[src/rtl/dadda_prod_accumulator.sv]
// Frame accumulator for the 4x4 Dadda multiplier's 8-bit products.
// Sums up to COUNT products (or until in_last), saturates on overflow and holds the result until taken.
module dadda_prod_accumulator #(
  parameter int COUNT = 4,
  parameter int ACC_W = 10,
  parameter int CNT_W = 3
) (
  input  logic             clk,
  input  logic             rst,
  input  logic             in_valid,
  output logic             in_ready,
  input  logic [7:0]       prod,
  input  logic             in_last,
  output logic             out_valid,
  input  logic             out_ready,
  output logic [ACC_W-1:0] acc_out,
  output logic [CNT_W-1:0] out_count,
  output logic             ovf
);

  typedef enum logic {S_ACC = 1'b0, S_DONE = 1'b1} state_t;

  state_t           r_state;
  state_t           w_state_nxt;
  logic [ACC_W-1:0] r_acc;
  logic [ACC_W-1:0] w_acc_nxt;
  logic [CNT_W-1:0] r_cnt;
  logic [CNT_W-1:0] w_cnt_nxt;
  logic             r_ovf;
  logic             w_ovf_nxt;
  logic             r_out_valid;
  logic             w_in_ready;
  logic             w_accept;
  logic [ACC_W:0]   w_sat_sum;

  // Unsigned add with saturation; the MSB of the result flags that it clipped.
  function automatic logic [ACC_W:0] sat_add(input logic [ACC_W-1:0] a, input logic [7:0] p);
    logic [ACC_W:0] s;
    s = {1'b0, a} + {{(ACC_W-7){1'b0}}, p};
    sat_add = s[ACC_W] ? {1'b1, {ACC_W{1'b1}}} : s;
  endfunction

  assign w_in_ready = ~rst & (r_state == S_ACC);
  assign w_accept   = in_valid & w_in_ready;
  assign w_sat_sum  = sat_add(r_acc, prod);

  always_comb begin
    w_state_nxt = r_state;
    w_acc_nxt   = r_acc;
    w_cnt_nxt   = r_cnt;
    w_ovf_nxt   = r_ovf;
    case (r_state)
      S_ACC: begin
        if (w_accept) begin
          w_acc_nxt = w_sat_sum[ACC_W-1:0];
          w_ovf_nxt = r_ovf | w_sat_sum[ACC_W];
          w_cnt_nxt = r_cnt + 1'b1;
          if (in_last || (r_cnt == CNT_W'(COUNT - 1)))
            w_state_nxt = S_DONE;
        end
      end
      S_DONE: begin
        // Handoff cycle clears the frame; the next accept can only happen one cycle later.
        if (out_ready) begin
          w_state_nxt = S_ACC;
          w_acc_nxt   = '0;
          w_cnt_nxt   = '0;
          w_ovf_nxt   = 1'b0;
        end
      end
      default: w_state_nxt = S_ACC;
    endcase
  end

  always_ff @(posedge clk) begin
    if (rst) begin
      r_state     <= S_ACC;
      r_acc       <= '0;
      r_cnt       <= '0;
      r_ovf       <= 1'b0;
      r_out_valid <= 1'b0;
    end else begin
      r_state     <= w_state_nxt;
      r_acc       <= w_acc_nxt;
      r_cnt       <= w_cnt_nxt;
      r_ovf       <= w_ovf_nxt;
      r_out_valid <= (w_state_nxt == S_DONE);
    end
  end

  assign in_ready  = w_in_ready;
  assign out_valid = r_out_valid;
  assign acc_out   = r_acc;
  assign out_count = r_cnt;
  assign ovf       = r_ovf;

endmodule

[config.mk]
export PLATFORM = sky130hd
export DESIGN_NAME = dadda_prod_accumulator
export DESIGN_NICKNAME = d
export VERILOG_FILES = /design/src/rtl/dadda_prod_accumulator.sv
export SDC_FILE = /design/constraint.sdc
export NUM_CORES = 1
export LEC_CHECK = 0
export ABC_CLOCK_PERIOD_IN_PS = 4300
export CORE_MARGIN = 1.5
export CORE_UTILIZATION = 49
export CTS_BUF_LIST = sky130_fd_sc_hd__clkbuf_16
export DETAILED_ROUTE_END_ITERATION = 10
export PLACE_DENSITY = 0.83
export SETUP_SLACK_MARGIN = 0.02
export SYNTH_ARGS = -nofsm -noshare
export SYNTH_HDL_FRONTEND = slang
export SYNTH_SLANG_ARGS = --single-unit
export TNS_END_PERCENT = 30
[constraint.sdc]
create_clock -name clk -period 4.3 [get_ports clk]
set_clock_uncertainty 0.15 [all_clocks]
set_input_delay 1.29 -clock clk [delete_from_list [all_inputs] [get_ports clk]]
set_output_delay 1.29 -clock clk [all_outputs]
set_load 0.01 [all_outputs]
# Word level (Yosys, flattened, before mapping)
# Cells that the tools add are included.
[totals]
reg_bits = 15
latch_bits = 0
ram_bits = 0
romBits = 0
n_memories = 0
[classes]
add_sub_neg = 2
multipliers = 0
n_div = 0
order_cmp = 0
eq_ne = 3
shift = 0
muxes = 14
bitwise_logic = 5
reduce_logical = 2
[op_table]
columns = ["operator", "count"]
rows = [
  ["$mux 10", 2],
  ["$pmux 10 s2", 1],
  ["$add 10x8->11", 1],
  ["$mux 11", 1],
  ["$mux 3", 2],
  ["$pmux 3 s2", 1],
  ["$mux 1", 5],
  ["$ne 2x2->1 const B", 2],
  ["$pmux 1 s2", 2],
  ["$add 3x1->3 const B", 1],
  ["$eq 3x2->1 const B", 1],
  ["$and 1x1->1", 2],
  ["$not 1->1", 2],
  ["$reduce_and 2->1", 1],
  ["$logic_or 1x1->1", 1],
  ["$or 1x1->1", 1],
]

# Longest topological paths before layout
# Gate-level depths: netlist of run 1.
[depth]
ltp_word = 5
depth_mapped = 7
depth_no_buf = 7

# Least setup slack after synthesis of run 1
# OpenSTA, ideal clock, no wires.
[synth_path]
kind = "input -> register"
from = "input prod[0]"
to = "register r_acc[7] (netlist: acc_out[7])"
setup_time_ns = 0.125
arrival_time_ns = 2.857
slack_ns = 1.168
path_stages = 7
path_cell_list = "ha_1 fa_1 a211oi_2 o31ai_4 o2111ai_4 and2_4 a211oi_2"
[synth_between]
elab_chain_len = 4
[synth_lines]
columns = ["element", "line", "source"]
rows = [
  ["start: declaration", "12", "input logic [7:0] prod,"],
  ["$add 10x8->11", "39", "s = {1'b0, a} + {{(ACC_W-7){1'b0}}, p};"],
  ["$mux 11", "40", "sat_add = s[ACC_W] ? {1'b1, {ACC_W{1'b1}}} : s;"],
  ["$mux 10", "54", "if (w_accept) begin"],
  ["$pmux 10 s2", "52", "case (r_state)"],
  ["end signal: assignment", "84", "r_acc <= w_acc_nxt;"],
  ["end: declaration", "25", "logic [ACC_W-1:0] r_acc;"],
]
# Every way passes these cells. The select of a mux whose other input is x is not followed.
# A chain may end at the register's enable or synchronous reset.

# Final worst setup path of run 1
[layout_path]
from = "input rst"
to = "output in_ready"
[layout_between]
elab_chain_len = 2
[layout_lines]
columns = ["element", "line", "source"]
rows = [
  ["start: declaration", "9", "input logic rst,"],
  ["$not 1->1", "43", "assign w_in_ready = ~rst & (r_state == S_ACC);"],
  ["$and 1x1->1", "43", ""],
  ["end: declaration", "11", "output logic in_ready,"],
]
# Every way passes these cells.

==> run metrics, run 1 <==
status=finished clean; initial antenna violation count=0; Post-Synth XOR/XNOR Area=0.05405; die width=47.54 um; hold path endpoint=ovf$_SDFFE_PP0P_; worst reg-to-reg setup slack=between 1500 and 2000 ps; Reg clk slew, reported paths=50 ps; Multi-input gate area=approximately 650 um^2; worst skew pair latency=250 ps; Num CTS Buffers=3; Worst Slack Setup Final=between 500 and 600 ps; drt via density=5.497; Post-CTS Resized=0; net count after synthesis=approximately 130; area leader, netlist=dfxtp_1; Tcrit/Tclk final=0.8763; Yosys warning count=0; area growth from synthesis to layout=39.90%; FILL cells=around 130; Max-cap violations=0; first-pass GRT wire length=between 3000 and 4000 um; switching pwr=about 130 uW; hold_ws=around 330 ps; Hold Crit Depth=1; CTS tree=yes; design area=between 0.001 and 0.0015 mm^2; final setup TNS=0 ps; Critical Setup Path Class=in2out; Worst EP arrival=2330 ps; share of cells above drive strength 1=0.09701; worst hold path type=reg2reg; vias in the first global route=slightly below 900; post-synthesis mux area share=0.01158; Post-Synth Simple-Gate Area=0.1326; asr flop ratio synth=0; adder-cell area share of the yosys netlist=0.1493; Max Buffers Root-to-Sink=2; worst path required time=around 2900 ps; setup slack at placement=between 500 and 600 ps; Post-Syn Area=~970 um^2; Yosys top cell area share=0.3089; ys flop type=dfxtp_1; syn_area_per_cell=9.348 um^2; DRT Pass-1 Iters=4; FF+latch area=~300 um^2; CTS Sinks=15; Mapped Cells=about 100; area post-placement=0.001277 mm^2; Final #Nets=approximately 160; leakage=0.0005517 uW; WL per Instance=about 14 um; Post-synth EDFFs=0; post-route total power=roughly 470 uW; FMAX=about 270 MHz; diode count=0; dpl hpwl=around 1700 um; Starting Density=0.5396; compound-cell area share of the yosys netlist=0.3179; Clock power frac=0.396; final wirelength=2274 um; Die Ht=approximately 48 um; Worst Max-Slew Pin Slew=between 500 and 600 ps; # IOs=29; minimum clock period=between 3000 and 4000 ps; min-delay src=ovf$_SDFFE_PP0P_; largest net degree at the start of global routing=12; worst r2r dst=acc_out[7]$_SDFFE_PP0P_; sequential element share of the synthesized area=0.3089; Worst Setup Start Kind=input pin; crit-path max FO=2; gr usage total=0.2294; Overflow after GRT=0; Vias=slightly below 900; Setup-failing EPs final=0; htree depth=1; Die ar.=approximately 0.0023 mm^2; top cells by area, synth=dfxtp_1 31%, ha_1 13%, a21oi_1 5.7%; Flop pwr share=0.335; Synth Register Bits=15; Slew Limit Headroom=0.6000; Cell Pwr Density=approximately 350 mW/mm^2; RSZ-0062 raised after global routing=no; RD Place Congestion=about 0.86; R2R cell count=7; Port-buffer cells=28; DRT antenna net count=0; Final Hold Vio Count=0; postcts setup bufs=0; Sw Ratio=0.2823; Site Rows=15; combinational share of power=0.269; Max VDD drop=between 0.3 and 0.4 mV; crit end category=output pin; clock root buffer=clkbuf_16; combinational family with the most area after synthesis=compound AO/OA/AOI/OAI gates; Slew Viols, Final=0; # DRC=0; Int Pwr=between 300 and 400 uW; Core Area=between 0.0015 and 0.002 mm^2; cts-stage hold buffer count=0; R2R Path Start=acc_out[0]$_SDFFE_PP0P_; number of DRC markers in iteration 0=10; Unique masters post-synth=37
-- power by group through the flow --
stage	Clock [uW]	Combinational, uW	Sequential [uW]
finish	187	127	158
global placement	0	123	161
floorplan	0	76.3	165
detailed placement	0	126	161
CTS	187	128	159
global route	192	141	160
-- synth_stat cells, types with 2 or more instances --
master,count
nand3_1,2
xor2_1,2
a21o_1,7
inv_1,3
nand2_1,6
nor2_1,5
o21ai_0,7
xnor2_1,4
ha_1,10
a21oi_1,11
o211ai_1,2
a211oi_2,3
nor2b_1,2
o21a_1,2
dfxtp_1,15
nand4_1,2
-- final cells by class --
type,count,share of cell area
inverter,3,0.008280
multi-input combinational,83,0.4756
clock inverter,1,0.005520
tap,25,0.02300
clock buffer,3,0.05520
timing repair buffer,29,0.2116
sequential,15,0.2208
-- worst max path at each step --
stage / to / from
5_1_grt: in_ready / rst
6_report: in_ready / rst
4_1_cts: in_ready / rst
3_5_place_dp: in_ready / rst
2_1_floorplan: acc_out[7]$_SDFFE_PP0P_ / prod[0]
3_3_place_gp: in_ready / rst
-- cell usage in the layout, fill, tap and decap left out, drive strengths merged, types with 2 or more instances in the layout --
cell type and n:
o21a 2, o2111ai 2, xnor2 4, o21ai 8
a21o 7, a211oi 4, a21oi 11, inv 3
xor2 2, clkdlybuf4s50 28, nor2 5, nor2b 2
nand2 7, dfxtp 15, ha 10, o211ai 2
nand3 2, clkbuf 3, nand4 2
-- metal layers --
metal	wire length (um)	part of all wire	vias to the layer above	track usage
met5	0	0	-	0
met4	11	0.0048	0	0.07568
met3	100	0.044	2	0.07925
met2	1168	0.51	22	0.4027
met1	993	0.44	399	0.2597
li1	-	-	451	-
-- sequential cells by signal, indices dropped and copies added, names as in the netlist --
signal,flops
acc_out,10
out_count,3
out_valid,1
ovf,1
-- cell families after synthesis --
kind of cell	Yosys count
fa+ha+maj	11
compound gates	41
flops	15
xor+xnor	6
simple gates	24
buf+inv	6
mux	1
-- stage by stage --
step | util | cells
after floorplan | - | 104
after global placement | 0.7090 | 155
after detailed placement | 0.7090 | 155
after CTS | 0.7549 | 159
after global routing | 0.7549 | 159
final | 0.7549 | 159
-- worst max-delay path, stage by stage --
cell and delay [ps]:
clkdlybuf4s50_1 410, nor2_1 90, clkdlybuf4s50_1 540
Power figures use the tool's default switching activity.
==> run 2: changes to the inputs <==
--- a/config.mk
+++ b/config.mk
@@ -10,8 +10,10 @@
 export CORE_UTILIZATION = 49
 export CTS_BUF_LIST = sky130_fd_sc_hd__clkbuf_16
 export DETAILED_ROUTE_END_ITERATION = 10
+export MAX_ROUTING_LAYER = met4
 export PLACE_DENSITY = 0.83
 export SETUP_SLACK_MARGIN = 0.02
+export SLEW_MARGIN = 5
 export SYNTH_ARGS = -nofsm -noshare
 export SYNTH_HDL_FRONTEND = slang
 export SYNTH_SLANG_ARGS = --single-unit
==> run metrics, run 2 (synthesis results as in run 1) <==
Die Ht=47.54 um (unchanged); Final Hold Vio Count=0 (unchanged); WL per Instance=14.26 um (was 14.30 um); CTS tree=yes (unchanged); Starting Density=0.5396 (unchanged); vias in the first global route=864 (was 865); worst skew pair latency=250 ps (about the same); first-pass GRT wire length=3560 um (was 3553 um); clock root buffer=clkbuf_16 (unchanged); Critical Path Source=rst (unchanged); Worst Slack Setup Final=531.7 ps (unchanged); CP Buf/Inv Count=2 (unchanged); combinational share of power=0.269 (about the same); Critical Setup Path Class=in2out (unchanged); initial antenna violation count=0 (unchanged); Max VDD drop=0.3791 mV (was 0.3787 mV); # DRC=0 (unchanged); RSZ-0062 raised after global routing=no (unchanged); Flop pwr share=0.335 (about the same); diode count=0 (unchanged); design area=0.001360 mm^2 (unchanged); Cell Pwr Density=348.1 mW/mm^2 (was 347.9 mW/mm^2); drt via density=5.478 (was 5.497); Clock power frac=0.396 (about the same); switching pwr=133.9 uW (was 133.6 uW); DRT antenna net count=0 (unchanged); Max Buffers Root-to-Sink=2 (unchanged); most frequent cells in the layout=28 x clkdlybuf4s50_1, 15 x dfxtp_1, 11 x a21oi_1, 10 x ha_1 (unchanged); setup slack at placement=535.8 ps (unchanged); worst hold path type=reg2reg (unchanged); dpl hpwl=1660 um (unchanged); final setup TNS=0 ps (unchanged); Setup-failing EPs final=0 (unchanged); Slowest-stage cell, CP=clkdlybuf4s50_1 (unchanged); minimum clock period=3768 ps (unchanged); Max-cap violations=0 (unchanged); RD Place Congestion=0.8728 (was 0.8589); Reg clk slew, reported paths=50 ps (about the same); Max stage delay on crit path=540 ps (about the same); Num CTS Buffers=3 (unchanged); Slew Viols, Final=0 (unchanged); number of DRC markers in iteration 0=9 (was 10); FMAX=265.4 MHz (unchanged); Core Area=0.001802 mm^2 (unchanged); Worst Max-Slew Pin Slew=598.6 ps (was 598.7 ps); crit-path max FO=2 (unchanged); Sw Ratio=0.2828 (was 0.2823); Int Pwr=339.5 uW (about the same); htree depth=1 (unchanged); area growth from synthesis to layout=39.90% (unchanged); DRT Pass-1 Iters=4 (unchanged); Post-CTS Resized=0 (unchanged); # IOs=29 (unchanged); post-route total power=473.4 uW (was 473.1 uW); status=finished clean (unchanged); min-delay src=ovf$_SDFFE_PP0P_ (unchanged); gr usage total=0.2367 (was 0.2294); Slew Limit Headroom=0.6001 (was 0.6000); Final #Nets=159 (unchanged); delay-heaviest family, CP=buffers and inverters (unchanged); Port-buffer cells=28 (unchanged); Worst EP arrival=2330 ps (about the same); critical-path cell list=clkdlybuf4s50_1 > nor2_1 > clkdlybuf4s50_1 (unchanged); area post-placement=0.001277 mm^2 (unchanged); largest net degree at the start of global routing=12 (unchanged); CTS Sinks=15 (unchanged); Vias=871 (was 874); Die ar.=0.002260 mm^2 (unchanged); max FFs per register=10 (unchanged); crit end category=output pin (unchanged); postcts setup bufs=0 (unchanged); share of cells above drive strength 1=0.09701 (unchanged); hold_ws=325.3 ps (about the same); leakage=0.0005517 uW (unchanged); Worst Setup Start Kind=input pin (unchanged); die width=47.54 um (unchanged); commonest non-fill, non-tap cell in the layout=clkdlybuf4s50_1 (unchanged); cell mode on critical path=clkdlybuf4s50_1 (unchanged); cts-stage hold buffer count=0 (unchanged); Tcrit/Tclk final=0.8763 (unchanged); R2R Path Start=acc_out[0]$_SDFFE_PP0P_ (unchanged); Site Rows=15 (unchanged); Overflow after GRT=0 (unchanged); worst path required time=2860 ps (about the same); final wirelength=2268 um (was 2274 um)
[run 2: cell counts in the layout (fill, tap and decap cells not counted)]
Identical to the previous run, type by type.
[run 2: through the flow]
step,std cells,util
2_1_floorplan,104,-
3_3_place_gp,155,0.7090
3_5_place_dp,155,0.7090
4_1_cts,159,0.7549
5_1_grt,159,0.7549
6_report,159,0.7549
[run 2: layout make-up]
| type | instances | area [um^2] |
|---|---|---|
| clock buffer | 3 | 75.07 |
| clock inverter | 1 | 7.507 |
| fill | 131 | 441.7 |
| inverter | 3 | 11.26 |
| multi-input combinational | 83 | 646.9 |
| sequential | 15 | 300.3 |
| tap | 25 | 31.28 |
| timing repair buffer | 29 | 287.8 |
[run 2: per-layer routing]
layer	part of all wire	vias to the layer above	GRT usage
li1	-	451	-
met1	0.44	396	0.2620
met2	0.51	22	0.4027
met3	0.042	2	0.07547
met4	0.0049	0	0.07568
met5	0	-	-
[run 2: power groups by stage]
| stage | Clock (uW) | Combinational, uW | Sequential, uW |
|---|---|---|---|
| after floorplan | 0 | 76.3 | 165 |
| after global placement | 0 | 123 | 161 |
| after detailed placement | 0 | 126 | 161 |
| after CTS | 187 | 128 | 159 |
| after global routing | 192 | 141 | 160 |
| final | 188 | 127 | 158 |
[run 2: path summary, 6_finish.rpt]
| check | depth (start not counted) | endpoint | slack (ps) |
|---|---|---|---|
| max | 3 | in_ready | 530 |
| min | 1 | ovf$_SDFFE_PP0P_ | 330 |
| max reg2reg | 7 | acc_out[7]$_SDFFE_PP0P_ | 1960 |
| min reg2reg | 1 | ovf$_SDFFE_PP0P_ | 330 |
[run 2: worst reg2reg max path, stage by stage, from the launching register on]
cell	delay [ps]
dfxtp_1	320
ha_1	230
fa_1	430
a211oi_2	360
o31ai_4	140
o2111ai_4	320
and2_4	220
a211oi_2	60
